--- config.mk ---
export PLATFORM = sky130hd
export DESIGN_NAME = uart_buffered
export DESIGN_NICKNAME = d
export VERILOG_FILES = /design/src/rtl/uart_buffered.sv
export SDC_FILE = /design/constraint.sdc
export NUM_CORES = 1
export LEC_CHECK = 0
export CAP_MARGIN = 20
export CORE_ASPECT_RATIO = 0.5
export CORE_MARGIN = 2
export CORE_UTILIZATION = 26
export DETAILED_ROUTE_END_ITERATION = 8
export DONT_BUFFER_PORTS = 1
export GPL_TIMING_DRIVEN = 1
export PLACE_DENSITY_LB_ADDON = 0.08
export SLEW_MARGIN = 20
export SYNTH_ARGS = -nofsm -noshare
export SYNTH_HDL_FRONTEND = slang
export SYNTH_SLANG_ARGS = --single-unit
--- constraint.sdc ---
create_clock -name sys_clk -period 5.9 [get_ports sys_clk]
set_input_delay 0.59 -clock sys_clk [delete_from_list [all_inputs] [get_ports sys_clk]]
set_output_delay 0.59 -clock sys_clk [all_outputs]
set_load 0.05 [all_outputs]
--- src/rtl/uart_buffered.sv ---
// Buffered UART: 16x oversampling divisor, register-based TX/RX FIFOs, sticky RX error flags.
// Optional parity bit in both directions when UART_PARITY_EN is defined (polarity from PARITY_ODD).
module uart_buffered #(
    parameter int unsigned CLK_FREQ   = 100000000,
    parameter int unsigned BAUD       = 115200,
    parameter int unsigned DATA_BITS  = 8,
    parameter int unsigned FIFO_DEPTH = 16,
    parameter int unsigned PARITY_ODD = 0,
    localparam int unsigned AW = $clog2(FIFO_DEPTH),
    localparam int unsigned L  = AW + 1
) (
    input  logic                 sys_clk,
    input  logic                 sys_rst,
    input  logic                 div_wr,
    input  logic [15:0]          div_in,
    input  logic [DATA_BITS-1:0] txd_data,
    input  logic                 txd_wr_en,
    output logic                 txd_full,
    output logic                 txd_empty,
    output logic [L-1:0]         txd_level,
    output logic [DATA_BITS-1:0] rxd_data,
    input  logic                 rxd_rd_en,
    output logic                 rxd_empty,
    output logic                 rxd_full,
    output logic [L-1:0]         rxd_level,
    input  logic                 err_clr,
    output logic                 rx_overrun,
    output logic                 rx_frame_err,
    output logic                 rx_parity_err,
    input  logic                 uart_rx,
    output logic                 uart_tx
);

    if (DATA_BITS < 5 || DATA_BITS > 8 || FIFO_DEPTH < 2 || FIFO_DEPTH > 256 ||
        (FIFO_DEPTH & (FIFO_DEPTH - 1)) != 0 || PARITY_ODD > 1) begin : gen_param_check
        $error("uart_buffered: illegal parameter value");
    end

    localparam logic [15:0] DivReset = 16'((CLK_FREQ / BAUD) / 16);

`ifdef UART_PARITY_EN
    localparam logic ParOdd = (PARITY_ODD != 0);
    typedef enum logic [2:0] {StIdle, StStart, StData, StParity, StStop} state_e;
`else
    typedef enum logic [2:0] {StIdle, StStart, StData, StStop} state_e;
`endif

    // Oversample tick generator
    logic [15:0] div_q, div_cnt_q, div_eff;
    logic        tick;

    assign div_eff = (div_q == 16'd0) ? 16'd1 : div_q;
    assign tick    = (div_cnt_q == div_eff - 16'd1);

    always_ff @(posedge sys_clk or posedge sys_rst) begin
        if (sys_rst) begin
            div_q     <= DivReset;
            div_cnt_q <= 16'd0;
        end else if (div_wr) begin
            div_q     <= div_in;
            div_cnt_q <= 16'd0;
        end else if (tick) begin
            div_cnt_q <= 16'd0;
        end else begin
            div_cnt_q <= div_cnt_q + 16'd1;
        end
    end

    // TX FIFO
    logic [DATA_BITS-1:0] tx_mem [FIFO_DEPTH];
    logic [L-1:0]         tx_wptr_q, tx_rptr_q;
    logic                 tx_push, tx_pop, tx_fifo_empty;
    logic [DATA_BITS-1:0] tx_head;

    assign txd_level     = tx_wptr_q - tx_rptr_q;
    assign txd_full      = (txd_level == L'(FIFO_DEPTH));
    assign tx_fifo_empty = (txd_level == '0);
    assign tx_push       = txd_wr_en && !txd_full;
    assign tx_head       = tx_mem[tx_rptr_q[AW-1:0]];

    always_ff @(posedge sys_clk) begin
        if (tx_push) tx_mem[tx_wptr_q[AW-1:0]] <= txd_data;
    end

    always_ff @(posedge sys_clk or posedge sys_rst) begin
        if (sys_rst) begin
            tx_wptr_q <= '0;
            tx_rptr_q <= '0;
        end else begin
            if (tx_push) tx_wptr_q <= tx_wptr_q + L'(1);
            if (tx_pop)  tx_rptr_q <= tx_rptr_q + L'(1);
        end
    end

    // TX FSM: all state changes land on a tick so every bit is exactly 16 ticks wide
    state_e               tx_state_q, tx_state_d;
    logic [3:0]           tx_tick_q, tx_tick_d;
    logic [2:0]           tx_bit_q, tx_bit_d;
    logic [DATA_BITS-1:0] tx_shift_q, tx_shift_d;
    logic                 tx_q, tx_d;
`ifdef UART_PARITY_EN
    logic                 tx_par_q, tx_par_d;
`endif

    always_comb begin
        tx_state_d = tx_state_q;
        tx_tick_d  = tx_tick_q;
        tx_bit_d   = tx_bit_q;
        tx_shift_d = tx_shift_q;
        tx_pop     = 1'b0;
`ifdef UART_PARITY_EN
        tx_par_d   = tx_par_q;
`endif
        if (tick) begin
            tx_tick_d = tx_tick_q + 4'd1;
            unique case (tx_state_q)
                StIdle: begin
                    tx_tick_d = 4'd0;
                    tx_pop    = !tx_fifo_empty;
                end
                StStart: begin
                    if (tx_tick_q == 4'd15) begin
                        tx_state_d = StData;
                        tx_bit_d   = 3'd0;
                    end
                end
                StData: begin
                    if (tx_tick_q == 4'd15) begin
                        tx_shift_d = tx_shift_q >> 1;
                        if (tx_bit_q == 3'(DATA_BITS - 1)) begin
`ifdef UART_PARITY_EN
                            tx_state_d = StParity;
`else
                            tx_state_d = StStop;
`endif
                        end else begin
                            tx_bit_d = tx_bit_q + 3'd1;
                        end
                    end
                end
`ifdef UART_PARITY_EN
                StParity: begin
                    if (tx_tick_q == 4'd15) tx_state_d = StStop;
                end
`endif
                StStop: begin
                    if (tx_tick_q == 4'd15) begin
                        tx_state_d = StIdle;
                        tx_pop     = !tx_fifo_empty;
                    end
                end
                default: tx_state_d = StIdle;
            endcase
        end
        if (tx_pop) begin
            tx_state_d = StStart;
            tx_shift_d = tx_head;
`ifdef UART_PARITY_EN
            tx_par_d   = (^tx_head) ^ ParOdd;
`endif
        end

        tx_d = 1'b1;
        case (tx_state_d)
            StStart:  tx_d = 1'b0;
            StData:   tx_d = tx_shift_d[0];
`ifdef UART_PARITY_EN
            StParity: tx_d = tx_par_d;
`endif
            default:  tx_d = 1'b1;
        endcase
    end

    always_ff @(posedge sys_clk or posedge sys_rst) begin
        if (sys_rst) begin
            tx_state_q <= StIdle;
            tx_tick_q  <= 4'd0;
            tx_bit_q   <= 3'd0;
            tx_shift_q <= '0;
            tx_q       <= 1'b1;
`ifdef UART_PARITY_EN
            tx_par_q   <= 1'b0;
`endif
        end else begin
            tx_state_q <= tx_state_d;
            tx_tick_q  <= tx_tick_d;
            tx_bit_q   <= tx_bit_d;
            tx_shift_q <= tx_shift_d;
            tx_q       <= tx_d;
`ifdef UART_PARITY_EN
            tx_par_q   <= tx_par_d;
`endif
        end
    end

    assign uart_tx   = tx_q;
    assign txd_empty = tx_fifo_empty && (tx_state_q == StIdle);

    // RX FIFO
    logic [DATA_BITS-1:0] rx_mem [FIFO_DEPTH];
    logic [L-1:0]         rx_wptr_q, rx_rptr_q;
    logic                 rx_push, rx_pop;

    assign rxd_level = rx_wptr_q - rx_rptr_q;
    assign rxd_full  = (rxd_level == L'(FIFO_DEPTH));
    assign rxd_empty = (rxd_level == '0);
    assign rx_pop    = rxd_rd_en && !rxd_empty;
    assign rxd_data  = rx_mem[rx_rptr_q[AW-1:0]];

    // RX FSM; rx_push is only raised when the FIFO has room
    state_e               rx_state_q, rx_state_d;
    logic [3:0]           rx_tick_q, rx_tick_d;
    logic [2:0]           rx_bit_q, rx_bit_d;
    logic [DATA_BITS-1:0] rx_shift_q, rx_shift_d;
    logic                 rx_meta_q, rx_sync_q, rx_prev_q;
    logic                 rx_mid, rx_end, set_overrun, set_frame;
`ifdef UART_PARITY_EN
    logic                 set_parity;
`endif

    always_ff @(posedge sys_clk) begin
        if (rx_push) rx_mem[rx_wptr_q[AW-1:0]] <= rx_shift_q;
    end

    always_ff @(posedge sys_clk or posedge sys_rst) begin
        if (sys_rst) begin
            rx_wptr_q <= '0;
            rx_rptr_q <= '0;
        end else begin
            if (rx_push) rx_wptr_q <= rx_wptr_q + L'(1);
            if (rx_pop)  rx_rptr_q <= rx_rptr_q + L'(1);
        end
    end

    assign rx_mid = tick && (rx_tick_q == 4'd7);
    assign rx_end = tick && (rx_tick_q == 4'd15);

    always_comb begin
        rx_state_d  = rx_state_q;
        rx_tick_d   = tick ? rx_tick_q + 4'd1 : rx_tick_q;
        rx_bit_d    = rx_bit_q;
        rx_shift_d  = rx_shift_q;
        rx_push     = 1'b0;
        set_overrun = 1'b0;
        set_frame   = 1'b0;
`ifdef UART_PARITY_EN
        set_parity  = 1'b0;
`endif
        unique case (rx_state_q)
            StIdle: begin
                rx_tick_d = 4'd0;
                if (rx_prev_q && !rx_sync_q) rx_state_d = StStart;
            end
            StStart: begin
                if (rx_mid && rx_sync_q) begin
                    rx_state_d = StIdle;
                end else if (rx_end) begin
                    rx_state_d = StData;
                    rx_bit_d   = 3'd0;
                end
            end
            StData: begin
                if (rx_mid) rx_shift_d = {rx_sync_q, rx_shift_q[DATA_BITS-1:1]};
                if (rx_end) begin
                    if (rx_bit_q == 3'(DATA_BITS - 1)) begin
`ifdef UART_PARITY_EN
                        rx_state_d = StParity;
`else
                        rx_state_d = StStop;
`endif
                    end else begin
                        rx_bit_d = rx_bit_q + 3'd1;
                    end
                end
            end
`ifdef UART_PARITY_EN
            StParity: begin
                if (rx_mid && (rx_sync_q != ((^rx_shift_q) ^ ParOdd))) set_parity = 1'b1;
                if (rx_end) rx_state_d = StStop;
            end
`endif
            StStop: begin
                // Return to idle at mid-stop so a back-to-back start edge is not missed
                if (rx_mid) begin
                    rx_state_d = StIdle;
                    if (!rx_sync_q)    set_frame   = 1'b1;
                    else if (rxd_full) set_overrun = 1'b1;
                    else               rx_push     = 1'b1;
                end
            end
            default: rx_state_d = StIdle;
        endcase
    end

    always_ff @(posedge sys_clk or posedge sys_rst) begin
        if (sys_rst) begin
            rx_state_q   <= StIdle;
            rx_tick_q    <= 4'd0;
            rx_bit_q     <= 3'd0;
            rx_shift_q   <= '0;
            rx_meta_q    <= 1'b1;
            rx_sync_q    <= 1'b1;
            rx_prev_q    <= 1'b1;
            rx_overrun   <= 1'b0;
            rx_frame_err <= 1'b0;
        end else begin
            rx_state_q   <= rx_state_d;
            rx_tick_q    <= rx_tick_d;
            rx_bit_q     <= rx_bit_d;
            rx_shift_q   <= rx_shift_d;
            rx_meta_q    <= uart_rx;
            rx_sync_q    <= rx_meta_q;
            rx_prev_q    <= rx_sync_q;
            rx_overrun   <= set_overrun | (rx_overrun & ~err_clr);
            rx_frame_err <= set_frame | (rx_frame_err & ~err_clr);
        end
    end

`ifdef UART_PARITY_EN
    always_ff @(posedge sys_clk or posedge sys_rst) begin
        if (sys_rst) rx_parity_err <= 1'b0;
        else         rx_parity_err <= set_parity | (rx_parity_err & ~err_clr);
    end
`else
    assign rx_parity_err = 1'b0;
`endif

endmodule

; ---- After elaboration in Yosys (flattened, before gate mapping)
; Memories as Yosys holds them, arrays and structs flattened.
; Cells that the tools add are included.
[op_classes]
add_sub_neg = 12
n_eq_ne = 27
muxes = 52
n_bitwise = 5
n_reduce_logical = 27
[op_table]
columns = operator, count
row1 = $mux 3, 19
row2 = $mux 16, 3
row3 = $mux 8, 4
row4 = $pmux 3 s4, 2
row5 = $add 5x1->5 const B, 4
row6 = $ne 2x2->1 const B, 10
row7 = $mux 1, 17
row8 = $add 16x1->16 const B, 1
row9 = $eq 16x16->1, 1
row10 = $logic_not 16->1, 1
row11 = $sub 16x1->16 const B, 1
row12 = $eq 3x2->1 const B, 5
row13 = $reduce_and 5->1, 3
row14 = $mux 4, 3
row15 = $pmux 3 s2, 2
row16 = $reduce_bool 2->1, 6
row17 = $eq 5x5->1 const B, 2
row18 = $logic_not 5->1, 2
row19 = $sub 5x5->5, 2
row20 = $eq 3x1->1 const B, 3
row21 = $add 4x1->4 const B, 2
row22 = $eq 4x4->1 const B, 2
row23 = $logic_and 1x1->1, 7
row24 = $add 3x1->3 const B, 2
row25 = other kinds (11), 19
[word_totals]
ff_bits = 94
ram_bits = 256
inputBits = 31
output_inout_bits = 26
elab_cells = 146
mem_count = 2
[mem_list]
columns = memory, depth, width, rd, rd_clocked_by_memory_dff, write_ports, line_no
row1 = rx_mem, 16, 8, 1, 0, 1, 200  ; logic [DATA_BITS-1:0] rx_mem [FIFO_DEPTH];
row2 = tx_mem, 16, 8, 1, 0, 1, 70  ; logic [DATA_BITS-1:0] tx_mem [FIFO_DEPTH];

; ---- Longest topological paths before layout
[logic_depth]
ltp_word = 9
depth_mapped = 16
ltp_nobuf = 14

; ---- Least setup slack after synthesis
; No wires, ideal clock.
[synth_timing]
path_kind = reg-to-reg
from = register rx_wptr_q[0]
to = memory rx_mem[0][0], enable pin
setup_time_ns = 0.285
arrival_time_ns = 4.764
required_ns = 5.615
slack_ns = 0.850
stages_incl_launch_ff = 12
n_path_buf = 0
synth_period_minus_slack_ns = 5.050
path_cell_list = dfrtp_1 > inv_1 > ha_1 > fa_1 > inv_1 > a21o_1 > a21oi_1 > xnor2_1 > nor4b_1 > nor4b_4 > nand2_1 > nor3_1
[synth_between]
elab_chain_cells = 8
[synth_lines]
columns = item, line_no
row1 = from (decl), 201  ; logic [L-1:0] rx_wptr_q, rx_rptr_q;
row2 = from (signal assigned), 230  ; if (rx_push) rx_wptr_q <= rx_wptr_q + L'(1);
row3 = $sub 5x5->5, 204  ; assign rxd_level = rx_wptr_q - rx_rptr_q;
row4 = named net rxd_level[4], 25  ; output logic [L-1:0] rxd_level,
row5 = $eq 5x5->1, 205  ; assign rxd_full = (rxd_level == L'(FIFO_DEPTH));
row6 = named net rxd_full, 24  ; output logic rxd_full,
row7 = $mux 1, 287  ; else if (rxd_full) set_overrun = 1'b1;
row8 = $mux 1, 286  ; if (!rx_sync_q) set_frame = 1'b1;
row9 = $mux 1, 284  ; if (rx_mid) begin
row10 = $mux 1, 249  ; unique case (rx_state_q)
row11 = $mux 1, 222  ; if (rx_push) rx_mem[rx_wptr_q[AW-1:0]] <= rx_shift_q;
row12 = $mux 1 (implied by the code), 222
row13 = to (decl), 200
; The timed path passes the listed nets, and every way through them passes these cells.

; ---- Worst setup path after layout
[layout_timing]
from = register div_q[5]
to = memory rx_mem[10][6], enable pin
[layout_between]
elab_chain_cells = 9
[layout_lines]
columns = item, line_no
row1 = from (decl), 49  ; logic [15:0] div_q, div_cnt_q, div_eff;
row2 = from (signal assigned), 57  ; div_q <= DivReset;
row3 = from (signal assigned), 60  ; div_q <= div_in;
row4 = $logic_not 16->1, 52  ; assign div_eff = (div_q == 16'd0) ? 16'd1 : div_q;
row5 = $mux 16 *, 52
row6 = $sub 16x1->16 *, 53  ; assign tick = (div_cnt_q == div_eff - 16'd1);
row7 = $eq 16x16->1 *, 53
row8 = $logic_and 1x1->1 *, 235  ; assign rx_mid = tick && (rx_tick_q == 4'd7);
row9 = $mux 1 *, 284
row10 = $mux 1 *, 249
row11 = $mux 1 *, 222
row12 = $mux 1 (implied by the code) *, 222
; Every way passes the cells marked *; elsewhere a longest branch is shown, timed or not.

==> flow_metrics.tcl <==
set metrics [dict create \
    cp_max_fo 9 \
    critPathSlowestCell "nor2_1" \
    max-vdd-ir-drop_mv 0.185 \
    synth_nets 970 \
    top_usage_layer "met2" \
    cp_top_family "simple AND/OR/NAND/NOR gates" \
    rsz0062_at_grt "no" \
    synthArstFlopShare 0.266 \
    nets 1000 \
    power_per_cell_area_mw_per_mm2 368 \
    setup_ws_ns 1.04 \
    clk_latency_ns 0.54 \
    outcome "complete, no violations" \
    swShare 0.287 \
    wirelength_um 36300 \
    critPathBufInv 1 \
    skew_ns 0.0128 \
    p_clk_frac 0.381 \
    clock-sinks 349 \
    cap_violations 0 \
    drt_pre_antenna_iters 4 \
    slew_viol_final 0 \
    grt_max_degree 72 \
    setup_violations 0 \
    use_met2 0.209 \
    p_int_uw 4520 \
    gr-usage-met3 0.0274 \
    tns_ns 0 \
    grt_pass1_vias 8357 \
    ys_seq_area_frac 0.671 \
    min_path_type "input pin to flip-flop" \
    post-place-ws_ns 1.00 \
    fmaxAchievable_mhz 206 \
    routedWlPerCell_um 20.9 \
    ys.flop_type "edfxtp_1" \
    critical_path_class "flip-flop to flip-flop" \
    grt_pass1_wl_um 55300 \
    drcViolationCount 0 \
    maxSlewHeadroom 0.301 \
    crit_chain "nor2_1 -> and4_1 -> a31oi_1 -> ha_1 -> or3b_4 -> o21ai_2 -> nand2_1 -> o311a_1 -> nor4_1 -> and4_1 -> buf_4 -> nor4b_4 -> nand2_1 -> nor2_1" \
    power_uw 6340 \
    dieArea_mm2 0.0595 \
    vias_per_cell 4.49 \
    synthDistinctLibCells 68 \
    core_mm2 0.0571 \
    p_seq_frac 0.453 \
    gr-usage-all-layers 0.125 \
    grtUsageMet1 0.166 \
    p_sw_uw 1820 \
    vias 7813 \
    die_height_um 174 \
    cts_max_path_buffers 3 \
    gr-total-overflow 0 \
    worst_pin_slew_ns 1.05 \
    cp-end-kind "flip-flop" \
    cp-start-kind "flip-flop" \
    power.leakage_uw 0.00558 \
    antenna_found_initial 5 \
    avgSynthCellArea_um2 16.4 \
    io_pins 57 \
    cts_buffers 38 \
    floorplan.initialDensity 0.262 \
    cts_root_buf "clkbuf_16" \
    yosys_warnings 0 \
    cp.arrival_ns 5.02 \
    cts_setup_buffers 0 \
    fp.dieW_um 343 \
    syn-cell-area_mm2 0.0149 \
    drt_iter0_markers 437 \
    rows 62 \
    cts.clk_slew.worst_paths_ns 0.06 \
    cts_tree "yes" \
    synth_seq_cells 349 \
    combPwrFrac 0.166 \
    period_minus_slack_ns 4.86 \
    final_hold_viol_count 0 \
    area_delta_synth_final_pct 15.3 \
    layout-drive-gt1-share 0.226 \
    max_stage_delay_ns 0.69 \
    final_common_cell "edfxtp_1" \
    syn-instance-count 911 \
    period_share 0.823 \
    dp_hpwl_um 23500 \
    port_buffers 0 \
    ant_nets 0 \
    synth_edf_count 256 \
    required_ns 6.06 \
    gp_congestion 0.799 \
    final_cell_mix "edfxtp_1 (256), dfrtp_1 (83), mux4_2 (80)" \
    h-tree-depth 2 \
]
per-layer routing:
| layer | up-vias | wire length [um] |
|---|---|---|
| met5 | - | 0 |
| li1 | 3561 | - |
| met1 | 4098 | 16600 |
| met4 | 0 | 661 |
| met3 | 48 | 1310 |
| met2 | 106 | 17800 |
worst paths after layout:
path | start | endpoint | slack, ns | depth (start not counted)
min | txd_data[2] | tx_mem[12][2]$_DFFE_PP_ | 0.14 | 0
min in group asynchronous | sys_rst | rx_rptr_q[4]$_DFFE_PP0P_ | 0.49 | 2
max in group asynchronous | sys_rst | tx_rptr_q[0]$_DFFE_PP0N_ | 4.06 | 3
min reg2reg | rx_meta_q$_DFF_PP1_ | rx_sync_q$_DFF_PP1_ | 0.36 | 0
max | div_q[5]$_DFFE_PP1P_ | rx_mem[10][6]$_DFFE_PP_ | 1.04 | 14
max reg2reg | div_q[5]$_DFFE_PP1P_ | rx_mem[10][6]$_DFFE_PP_ | 1.04 | 14
Yosys cell counts, types with 3 or more instances:
master / instances / area [um^2]
and3_1: 12 / 75.1
buf_1: 11 / 41.3
clkbuf_1: 23 / 86.3
inv_1: 39 / 146
mux2_2: 27 / 304
and4_1: 3 / 26.3
a21oi_1: 12 / 60.1
nand2b_1: 7 / 43.8
nand3_1: 15 / 75.1
nor2b_1: 6 / 37.5
nand2_1: 37 / 139
edfxtp_1: 256 / 7690
dfstp_2: 8 / 210
or3_1: 3 / 18.8
o21ai_0: 23 / 115
and2_1: 3 / 18.8
dfrtp_1: 85 / 2130
xnor2_1: 38 / 333
a21o_1: 6 / 45.0
a22oi_1: 6 / 45.0
xor2_1: 18 / 158
mux2i_1: 6 / 60.1
nor4_1: 6 / 37.5
nor3_1: 17 / 85.1
ha_1: 26 / 325
nor3b_1: 3 / 22.5
a211oi_1: 3 / 22.5
nand4_1: 19 / 119
nor2_1: 61 / 229
mux4_2: 80 / 1800
a31oi_1: 4 / 25.0
through the flow:
step	utilization	instances	hold slack, ns	cell area, um^2
finish	0.302	1740	0.140	17200
global route	0.302	1739	0.106	17200
CTS	0.301	1735	0.00185	17200
detailed placement	0.280	1666	0.348	16000
global placement	0.280	1666	0.347	16000
floorplan	-	911	0.345	14900
worst register-to-register path, stage by stage (launching register included):
cell and delay [ns]:
dfstp_2 0.59, nor2_1 0.11, and4_1 0.24, a31oi_1 0.23, ha_1 0.24, or3b_4 0.42
o21ai_2 0.14, nand2_1 0.07, o311a_1 0.30, nor4_1 0.23, and4_1 0.26, buf_4 0.18
nor4b_4 0.50, nand2_1 0.28, nor2_1 0.70
cell type report:
cell class	instances	area, um^2
clock buffers	46	1000
well taps	768	961
fillers	5672	39900
multi-input cells	480	4610
inverters	41	156
flip-flops and latches	349	10000
repair buffers	31	241
diodes	3	7.51
clock inverters	22	228
power by group through the flow:
stage	registers, uW	logic, uW	clock network (uW)
after floorplan	2870	826	0
after global placement	2920	1070	0
after detailed placement	2920	1080	0
after CTS	2870	1080	2510
after global routing	2890	1150	2610
final	2870	1050	2410
logic make-up after synthesis:
logic type	share of synthesized area
flops	0.671
compound gates	0.0302
buf+inv	0.0222
mux	0.145
simple gates	0.0747
fa+ha+maj	0.0244
xor+xnor	0.0328
other cells	0.000251
state kept, by name, summed over array words and instances (netlist names), 4 cells and up:
register    count
rx_tick_q       4
div_cnt_q      16
tx_shift_q      8
rx_wptr_q       5
tx_tick_q       4
rx_shift_q      8
div_q          16
tx_mem        128
tx_rptr_q       5
rx_mem        128
rx_rptr_q       5
tx_wptr_q       5
timing repair:
item	4_1_cts	5_1_grt
hold buffers	1	1
endpoints found under the hold margin	19	1
gates resized for setup	0	0
Note: power is estimated with default switching activity, not from simulation.
